--- src/rtl/csa_resolve_seq.sv ---
// -----------------------------------------------------------------------------
// csa_resolve_seq
//
// Sequential carry-propagate resolver. Takes the redundant sum/carry pair
// produced by the multiplier's 3:2 reduction tree and adds them CHUNK bits
// per cycle, with the carry held in a register between chunks. This keeps the
// carry chain to CHUNK bits at the cost of NCHUNK cycles of latency.
//
// Ports:
//   clk        sole clock, rising edge
//   rst        asynchronous active-high reset
//   in_sum     sum vector from the reduction tree            [WIDTH]
//   in_carry   carry vector (already left-shifted)           [WIDTH]
//   in_valid   input pair valid
//   in_ready   block can accept (IDLE only)
//   out_result in_sum + in_carry, bit WIDTH is carry-out     [WIDTH+1]
//   out_valid  out_result valid (DONE only)
//   out_ready  downstream accepts out_result
//   busy       high while in ADD or DONE
// -----------------------------------------------------------------------------
module csa_resolve_seq #(
   parameter int WIDTH = 30,
   parameter int CHUNK = 8
) (
   input  logic             clk,
   input  logic             rst,
   input  logic [WIDTH-1:0] in_sum,
   input  logic [WIDTH-1:0] in_carry,
   input  logic             in_valid,
   output logic             in_ready,
   output logic [WIDTH:0]   out_result,
   output logic             out_valid,
   input  logic             out_ready,
   output logic             busy
);

   localparam int NCHUNK = (WIDTH + CHUNK - 1) / CHUNK;
   // Width of the final (possibly narrower) chunk.
   localparam int LAST_W = WIDTH - (NCHUNK - 1) * CHUNK;
   // Operands are zero-padded to a whole number of chunks so the chunk
   // select never runs off the end of the captured vectors.
   localparam int PAD_W  = NCHUNK * CHUNK;
   localparam int KW     = (NCHUNK > 1) ? $clog2(NCHUNK) : 1;

   typedef enum logic [1:0] {
      ST_IDLE = 2'd0,
      ST_ADD  = 2'd1,
      ST_DONE = 2'd2
   } state_t;

   state_t           state_reg;
   state_t           state_next;

   logic [WIDTH-1:0] sum_reg;
   logic [WIDTH-1:0] carry_reg;
   logic [WIDTH:0]   acc_reg;      // working result, built chunk by chunk
   logic [WIDTH:0]   acc_next;
   logic [WIDTH:0]   result_reg;   // presented result, updated only on completion
   logic [KW-1:0]    k_reg;
   logic             c_reg;

   logic [PAD_W-1:0] sum_pad;
   logic [PAD_W-1:0] carry_pad;
   logic [CHUNK-1:0] op_sum;
   logic [CHUNK-1:0] op_carry;
   logic [CHUNK:0]   chunk_sum;
   logic             is_last;
   logic             c_next;

   // ------------------------------------------------------------------
   // Chunk adder
   // ------------------------------------------------------------------
   assign sum_pad   = PAD_W'(sum_reg);
   assign carry_pad = PAD_W'(carry_reg);

   assign op_sum    = sum_pad[k_reg * CHUNK +: CHUNK];
   assign op_carry  = carry_pad[k_reg * CHUNK +: CHUNK];

   assign chunk_sum = {1'b0, op_sum} + {1'b0, op_carry} + {{CHUNK{1'b0}}, c_reg};

   assign is_last   = (k_reg == KW'(NCHUNK - 1));

   // The padding above WIDTH is zero, so on the last chunk the true carry-out
   // sits at bit LAST_W of the chunk sum rather than at bit CHUNK.
   assign c_next    = is_last ? chunk_sum[LAST_W] : chunk_sum[CHUNK];

   // Next working result: only the slice selected by k changes; every other
   // slice holds. Each slice has its own fixed width, which lets the last
   // chunk be narrower than CHUNK without any out-of-range writes.
   generate
      for (genvar gi = 0; gi < NCHUNK; gi++) begin : g_slice
         localparam int LO = gi * CHUNK;
         localparam int W  = (gi == NCHUNK - 1) ? LAST_W : CHUNK;

         assign acc_next[LO +: W] = (k_reg == KW'(gi)) ? chunk_sum[W-1:0]
                                                       : acc_reg[LO +: W];
      end
   endgenerate

   assign acc_next[WIDTH] = is_last ? c_next : acc_reg[WIDTH];

   // ------------------------------------------------------------------
   // FSM: state register
   // ------------------------------------------------------------------
   always_ff @(posedge clk or posedge rst) begin
      if (rst) begin
         state_reg <= ST_IDLE;
      end else begin
         state_reg <= state_next;
      end
   end

   // ------------------------------------------------------------------
   // FSM: next state and state-decoded outputs
   // ------------------------------------------------------------------
   always_comb begin
      state_next = state_reg;
      in_ready   = 1'b0;
      out_valid  = 1'b0;
      busy       = 1'b0;
      case (state_reg)
         ST_IDLE: begin
            in_ready = 1'b1;
            if (in_valid) begin
               state_next = ST_ADD;
            end
         end
         ST_ADD: begin
            busy = 1'b1;
            if (is_last) begin
               state_next = ST_DONE;
            end
         end
         ST_DONE: begin
            busy      = 1'b1;
            out_valid = 1'b1;
            if (out_ready) begin
               state_next = ST_IDLE;
            end
         end
         default: begin
            state_next = ST_IDLE;
         end
      endcase
   end

   // ------------------------------------------------------------------
   // Datapath registers
   // ------------------------------------------------------------------
   always_ff @(posedge clk or posedge rst) begin
      if (rst) begin
         sum_reg    <= '0;
         carry_reg  <= '0;
         acc_reg    <= '0;
         result_reg <= '0;
         k_reg      <= '0;
         c_reg      <= 1'b0;
      end else begin
         case (state_reg)
            ST_IDLE: begin
               if (in_valid) begin
                  sum_reg   <= in_sum;
                  carry_reg <= in_carry;
                  k_reg     <= '0;
                  c_reg     <= 1'b0;
               end
            end
            ST_ADD: begin
               acc_reg <= acc_next;
               c_reg   <= c_next;
               if (is_last) begin
                  k_reg      <= '0;
                  // Publish only the finished sum; the previous result stays
                  // visible for the whole ADD phase.
                  result_reg <= acc_next;
               end else begin
                  k_reg <= k_reg + KW'(1);
               end
            end
            default: begin
            end
         endcase
      end
   end

   assign out_result = result_reg;

endmodule

--- config.mk ---
export PLATFORM = sky130hd
export DESIGN_NAME = csa_resolve_seq
export DESIGN_NICKNAME = d
export VERILOG_FILES = /design/src/rtl/csa_resolve_seq.sv
export SDC_FILE = /design/constraint.sdc
export NUM_CORES = 1
export LEC_CHECK = 0
export CORE_UTILIZATION = 25
export DETAILED_ROUTE_END_ITERATION = 12
export SLEW_MARGIN = 15
export SYNTH_ARGS = -nofsm -noshare
export SYNTH_HDL_FRONTEND = slang
export SYNTH_SLANG_ARGS = --single-unit
--- constraint.sdc ---
create_clock -name clk -period 3.6 [get_ports clk]
set_clock_uncertainty 0.15 [all_clocks]
set_input_delay 0.36 -clock clk [delete_from_list [all_inputs] [get_ports clk]]
set_output_delay 0.36 -clock clk [all_outputs]
set_load 0.005 [all_outputs]
==> results.toml, run 1 <==
[drt]
wl_um = 13340
ant_nets = 0
wire_per_inst_um = 16.11
routed_via_density = 4.510
dr.pass1.iters = 4
drt_iter0_drc = 200
drc = 0
via_count = 3734

[final_layout]
num-fill-cells = 2059
stdcell_area_um2 = 7388
largest_reg_flops = 31
final_cells = 828
antenna_cells = 0
nets = 620
drive_gt1_share_pct = 23.15
area_growth_pct = 34.76
final_util_pct = 34.71

[floorplanning]
die_height_um = 150.1
fp.dieW_um = 150.1
start_util_pct = 25.76
dieArea_um2 = 22530
ios = 98
core_um2 = 21290
row_count = 53

[yosys]
synthFlopType = "dfrtp_1"
synth_common_cells = "dfrtp_1 (120), mux2_2 (67), nand2_1 (52)"
yosys_warnings = 0
syn_area_per_cell_um2 = 12.55
synth.most_common_cell = "dfrtp_1"
ys_async_sr_fraction_pct = 100.0
synthDistinctLibCells = 36
synth_nets = 517
synth_edf_count = 0
synth_area_leader_cell = "dfrtp_1"
ys_seq_elements = 120
synth.yosys.seq_area_share_pct = 54.77
yosys.area.top_type_share_pct = 54.77
syn_area_um2 = 5483
yosys-top-cells-area = "dfrtp_1 (55%), mux2_2 (14%), mux4_2 (4.9%)"
netlist_instances = 437

[cts]
clkTransAtPathRegs_ns = 0.05
numCtsBuffers = 17
cts_tree = "built"
ctsHoldBuffers = 0
cts_resized = 0
cts_setup_buffers = 0
clkLatencyLatePin_ns = 0.41
clockBufferDepth = 2
root_buffer = "clkbuf_16"
cts.htree.levels = 4
cts_num_sinks = 120

[sta]
final.setup.tns_ns = 0
fmax_ghz = 0.3061
relSlewSlack_pct = 40.46
worstMarginPinSlew_ns = 0.8913
timing.final.crit_share_pct = 90.75
drv_slew = 0
finalSetupViolCount = 0
layout_min_cycle_time_ns = 3.267
final_hold_viol_count = 0
rsz0062_at_grt = "no"

[setup_path]
path_class = "flop to flop"
critPathBufInv = 0
startpoint_type = "flop"
critPathTopFamily = "adder cells"
crit_chain = "mux4_2 -> fa_1 -> fa_1 -> a21oi_1 -> o21ai_1 -> a21oi_2 -> xor2_2 -> o21ai_1"
max_stage_delay_ns = 0.57
worstPathMaxFanout = 7
reg2reg_slack_ns = 0.33
cp-end-kind = "flop"
cp_slowest_cell = "mux4_2"
worst_ep_required_time_ns = 3.73
cp.arrival_ns = 3.39

[grt]
grt_pass1_wl_um = 21370
grt_max_degree = 59
track_usage_pct = 12.81
grt_antenna_before_repair = 0
grt_pass1_vias = 3967
grt-ovfl-total = 0

[placement]
dp_hpwl_um = 9880
portBuffers = 97
dp.cells = 796
gp_congestion = 0.7731
dpl_cell_area_um2 = 6797

[pwr]
peakVddDrop_uv = 555.9
total_power_mw = 8.407
power_density_nw_per_um2 = 1138
leakagePower_nw = 3.087

[run_status]
outcome = "completed"

[job]
cap_violations = 0

[hold_path]
min_path_type = "input pin to async pin"
[worst reg2reg max path: stages, from the launching register on]
cell and delay, ns:
dfrtp_1 0.47, mux4_2 0.57, fa_1 0.49, fa_1 0.45, a21oi_1 0.16, o21ai_1 0.11
a21oi_2 0.26, xor2_2 0.32, o21ai_1 0.15
[cells in the final DEF (no fill, tap or decap), drive strengths merged, types with 2 or more instances in the layout]
cell type	instances
clkbuf	24
inv	6
nand2	52
o21ai	55
fa	2
clkinvlp	3
xnor2	2
a32o	2
mux4	12
buf	12
nor3b	15
mux2i	11
xor2	3
nor2	8
clkdlybuf4s50	97
bufinv	3
clkinv	3
a21o	5
mux2	67
dfrtp	120
ha	14
a21oi	24
[final timing paths]
path / cells past startpoint / start / end
setup reg to reg: 8 / k_reg[0] / out_result[22]
max in group asynchronous: 3 / rst / acc_reg[4]
hold reg to reg: 2 / out_result[24] / out_result[24]
min in group clk: 2 / out_result[24] / out_result[24]
hold / removal: 2 / rst / acc_reg[8]
setup / recovery: 8 / k_reg[0] / out_result[22]
[routing by layer]
layer | part of all wire, % | up-vias | track usage [%] | wire length [µm]
li1 | - | 1762 | - | -
met4 | 2.2 | 0 | 5.707 | 298
met3 | 5.4 | 18 | 3.970 | 722
met5 | 0 | - | 0 | 0
met2 | 48 | 110 | 20.88 | 6444
met1 | 44 | 1844 | 15.50 | 5878
[power by group]
part | switching [mW] | internal, mW | total (mW)
combinational | 2.30 | 2.02 | 4.32
sequential | 0.367 | 2.02 | 2.39
clock | 0.579 | 1.12 | 1.70
total | 3.25 | 5.16 | 8.41
[stage by stage]
stage                     hold slack (ns)  setup WS [ns]
after CTS                          0.3296         0.3077
after detailed placement           0.3164         0.3154
final                              0.3196         0.3331
after floorplan                    0.2919         0.4457
after global routing               0.3470         0.1146
after global placement             0.3055         0.3886
[area by class of cell]
| type | instances | area [µm²] | area share [%] |
|---|---|---|---|
| Clock buffer | 24 | 471.7 | 6.384 |
| Timing Repair Buffer | 109 | 1074 | 14.53 |
| Multi-Input combinational cell | 285 | 2346 | 31.75 |
| Clock inverter | 8 | 120.1 | 1.626 |
| Sequential cell | 120 | 3003 | 40.64 |
| Inverter | 7 | 30.03 | 0.4064 |
| Tap cell | 275 | 344.1 | 4.657 |
[logic make-up (layout without fill, tap and decap cells)]
| kind of cell | after synthesis | in the layout | synth area share (%) |
|---|---|---|---|
| simple gates | 81 | 81 | 7.234 |
| buf+inv | 32 | 148 | 2.487 |
| compound gates | 93 | 93 | 9.813 |
| fa+ha+maj | 16 | 16 | 3.925 |
| xor+xnor | 5 | 5 | 1.073 |
| mux | 90 | 90 | 20.70 |
| flops | 120 | 120 | 54.77 |
Power figures use the tool's default switching activity.
==> run 2, diff against run 1 <==
--- a/config.mk
+++ b/config.mk
@@ -5,6 +5,7 @@
 export SDC_FILE = /design/constraint.sdc
 export NUM_CORES = 1
 export LEC_CHECK = 0
+export CORE_ASPECT_RATIO = 1.25
 export CORE_UTILIZATION = 25
 export DETAILED_ROUTE_END_ITERATION = 12
 export SLEW_MARGIN = 15
==> results.toml, run 2 (synthesized netlist as in run 1, its figures left out) <==
[sta]
setup_ws_ns = 0.4113
final_hold_viol_count = 0
finalSetupViolCount = 0
rsz0062_at_grt = "no"
drv_slew = 0
timing.final.crit_share_pct = 88.58
layout_min_cycle_time_ns = 3.189
relSlewSlack_pct = 56.02
holdWs_ns = 0.2159
final.setup.tns_ns = 0
worstMarginPinSlew_ns = 0.6597
fmax_ghz = 0.3136

[setup_path]
worst_ep_required_time_ns = 3.75
reg2reg_slack_ns = 0.41
worstPathMaxFanout = 7
critPathBufInv = 0
cp.arrival_ns = 3.34
crit_chain = "mux4_2 -> fa_1 -> fa_1 -> a21o_1 -> a21oi_1 -> xor2_1 -> nor2_1 -> a21o_1"
path_class = "flop to flop"
cp-end-kind = "flop"
startpoint_type = "flop"
cp_slowest_cell = "mux4_2"
critPathTopFamily = "adder cells"
max_stage_delay_ns = 0.55

[cts]
cts_tree = "built"
cts_setup_buffers = 0
cts_num_sinks = 120
clockBufferDepth = 2
cts_resized = 0
root_buffer = "clkbuf_16"
clkTransAtPathRegs_ns = 0.06
cts.htree.levels = 4
ctsHoldBuffers = 0
numCtsBuffers = 17
clkLatencyLatePin_ns = 0.41

[grt]
track_usage_pct = 12.52
grt-ovfl-total = 0
grt_pass1_vias = 3908
grt_antenna_before_repair = 0
grt_pass1_wl_um = 21200
grt_max_degree = 97

[drt]
drc = 0
wire_per_inst_um = 15.78
via_count = 3710
drt_iter0_drc = 238
routed_via_density = 4.481
dr.pass1.iters = 4
ant_nets = 0
wl_um = 13070

[pwr]
peakVddDrop_uv = 680.6
p_comb_share_pct = 51.4
power_density_nw_per_um2 = 1127
p_int_mw = 5.056
leakagePower_nw = 3.062
switching_power_mw = 3.218
p_sw_share_pct = 38.89
p_seq_share_pct = 28.9
clkPwrFrac_pct = 19.7
total_power_mw = 8.274

[placement]
portBuffers = 97
dp_hpwl_um = 9616
gp_congestion = 0.7510
dp_slack_ns = 0.4128

[final_layout]
final_cell_mix = "dfrtp_1 (120), clkdlybuf4s50_1 (97), mux2_2 (67)"
antenna_cells = 0
largest_reg_flops = 31
drive_gt1_share_pct = 23.32
nets = 616
area_growth_pct = 33.96
layout_commonest_cell = "dfrtp_1"

[floorplanning]
row_count = 60
core_um2 = 21550
fp.dieW_um = 134.5
dieArea_um2 = 22530
ios = 98
die_height_um = 167.6
start_util_pct = 25.45

[job]
cap_violations = 0

[hold_path]
min_path_type = "input pin to async pin"

[run_status]
outcome = "completed"
run 2: metal layers:
metal  up-vias  global-route usage (%)  wire length, µm
li1       1754                       -                -
met1      1851                   14.18             5167
met2        89                   22.10             7028
met3        16                   3.573              606
met4         0                   4.690              263
met5         -                       0                0
run 2: worst reg2reg max path, delay by kind of cell (launching register included):
kind,cells,cell delay [ns]
adder cells (fa/ha/maj),2,0.94
multiplexers,1,0.55
AO/OA/AOI/OAI,3,0.50
flip-flops,1,0.44
XOR/XNOR,1,0.42
AND/OR/NAND/NOR,1,0.08
run 2: worst paths after layout:
| kind | startpoint | endpoint | cells after the start |
|---|---|---|---|
| max | k_reg[0] | out_result[28] | 8 |
| min | rst | sum_reg[15] | 2 |
| max reg2reg | k_reg[0] | out_result[28] | 8 |
| min reg2reg | out_result[1] | out_result[1] | 2 |
| max in group asynchronous | rst | acc_reg[1] | 3 |
| min in group clk | out_result[1] | out_result[1] | 2 |
run 2: power by group through the flow:
| stage | sequential, mW | combinational, mW | clock, mW |
|---|---|---|---|
| floorplan | 2.28 | 2.94 | 0 |
| global placement | 2.38 | 4.20 | 0 |
| detailed placement | 2.42 | 4.29 | 0 |
| CTS | 2.40 | 4.31 | 1.67 |
| global route | 2.48 | 4.69 | 1.74 |
| finish | 2.39 | 4.25 | 1.63 |
run 2: final cells by class:
type	instances	area (µm²)
Clock buffer	19	442.9
Timing Repair Buffer	105	1044
Clock inverter	13	130.1
Fill cell	2103	14200
Inverter	7	30.03
Multi-Input combinational cell	285	2346
Sequential cell	120	3003
Tap cell	279	349.1
run 2: metrics by stage:
step	std cells	cell area, µm²	util (%)
floorplan	437	5487	-
global route	828	7345	34.09
finish	828	7345	34.09
detailed placement	796	6771	31.43
CTS	828	7345	34.09
global placement	796	6771	31.43
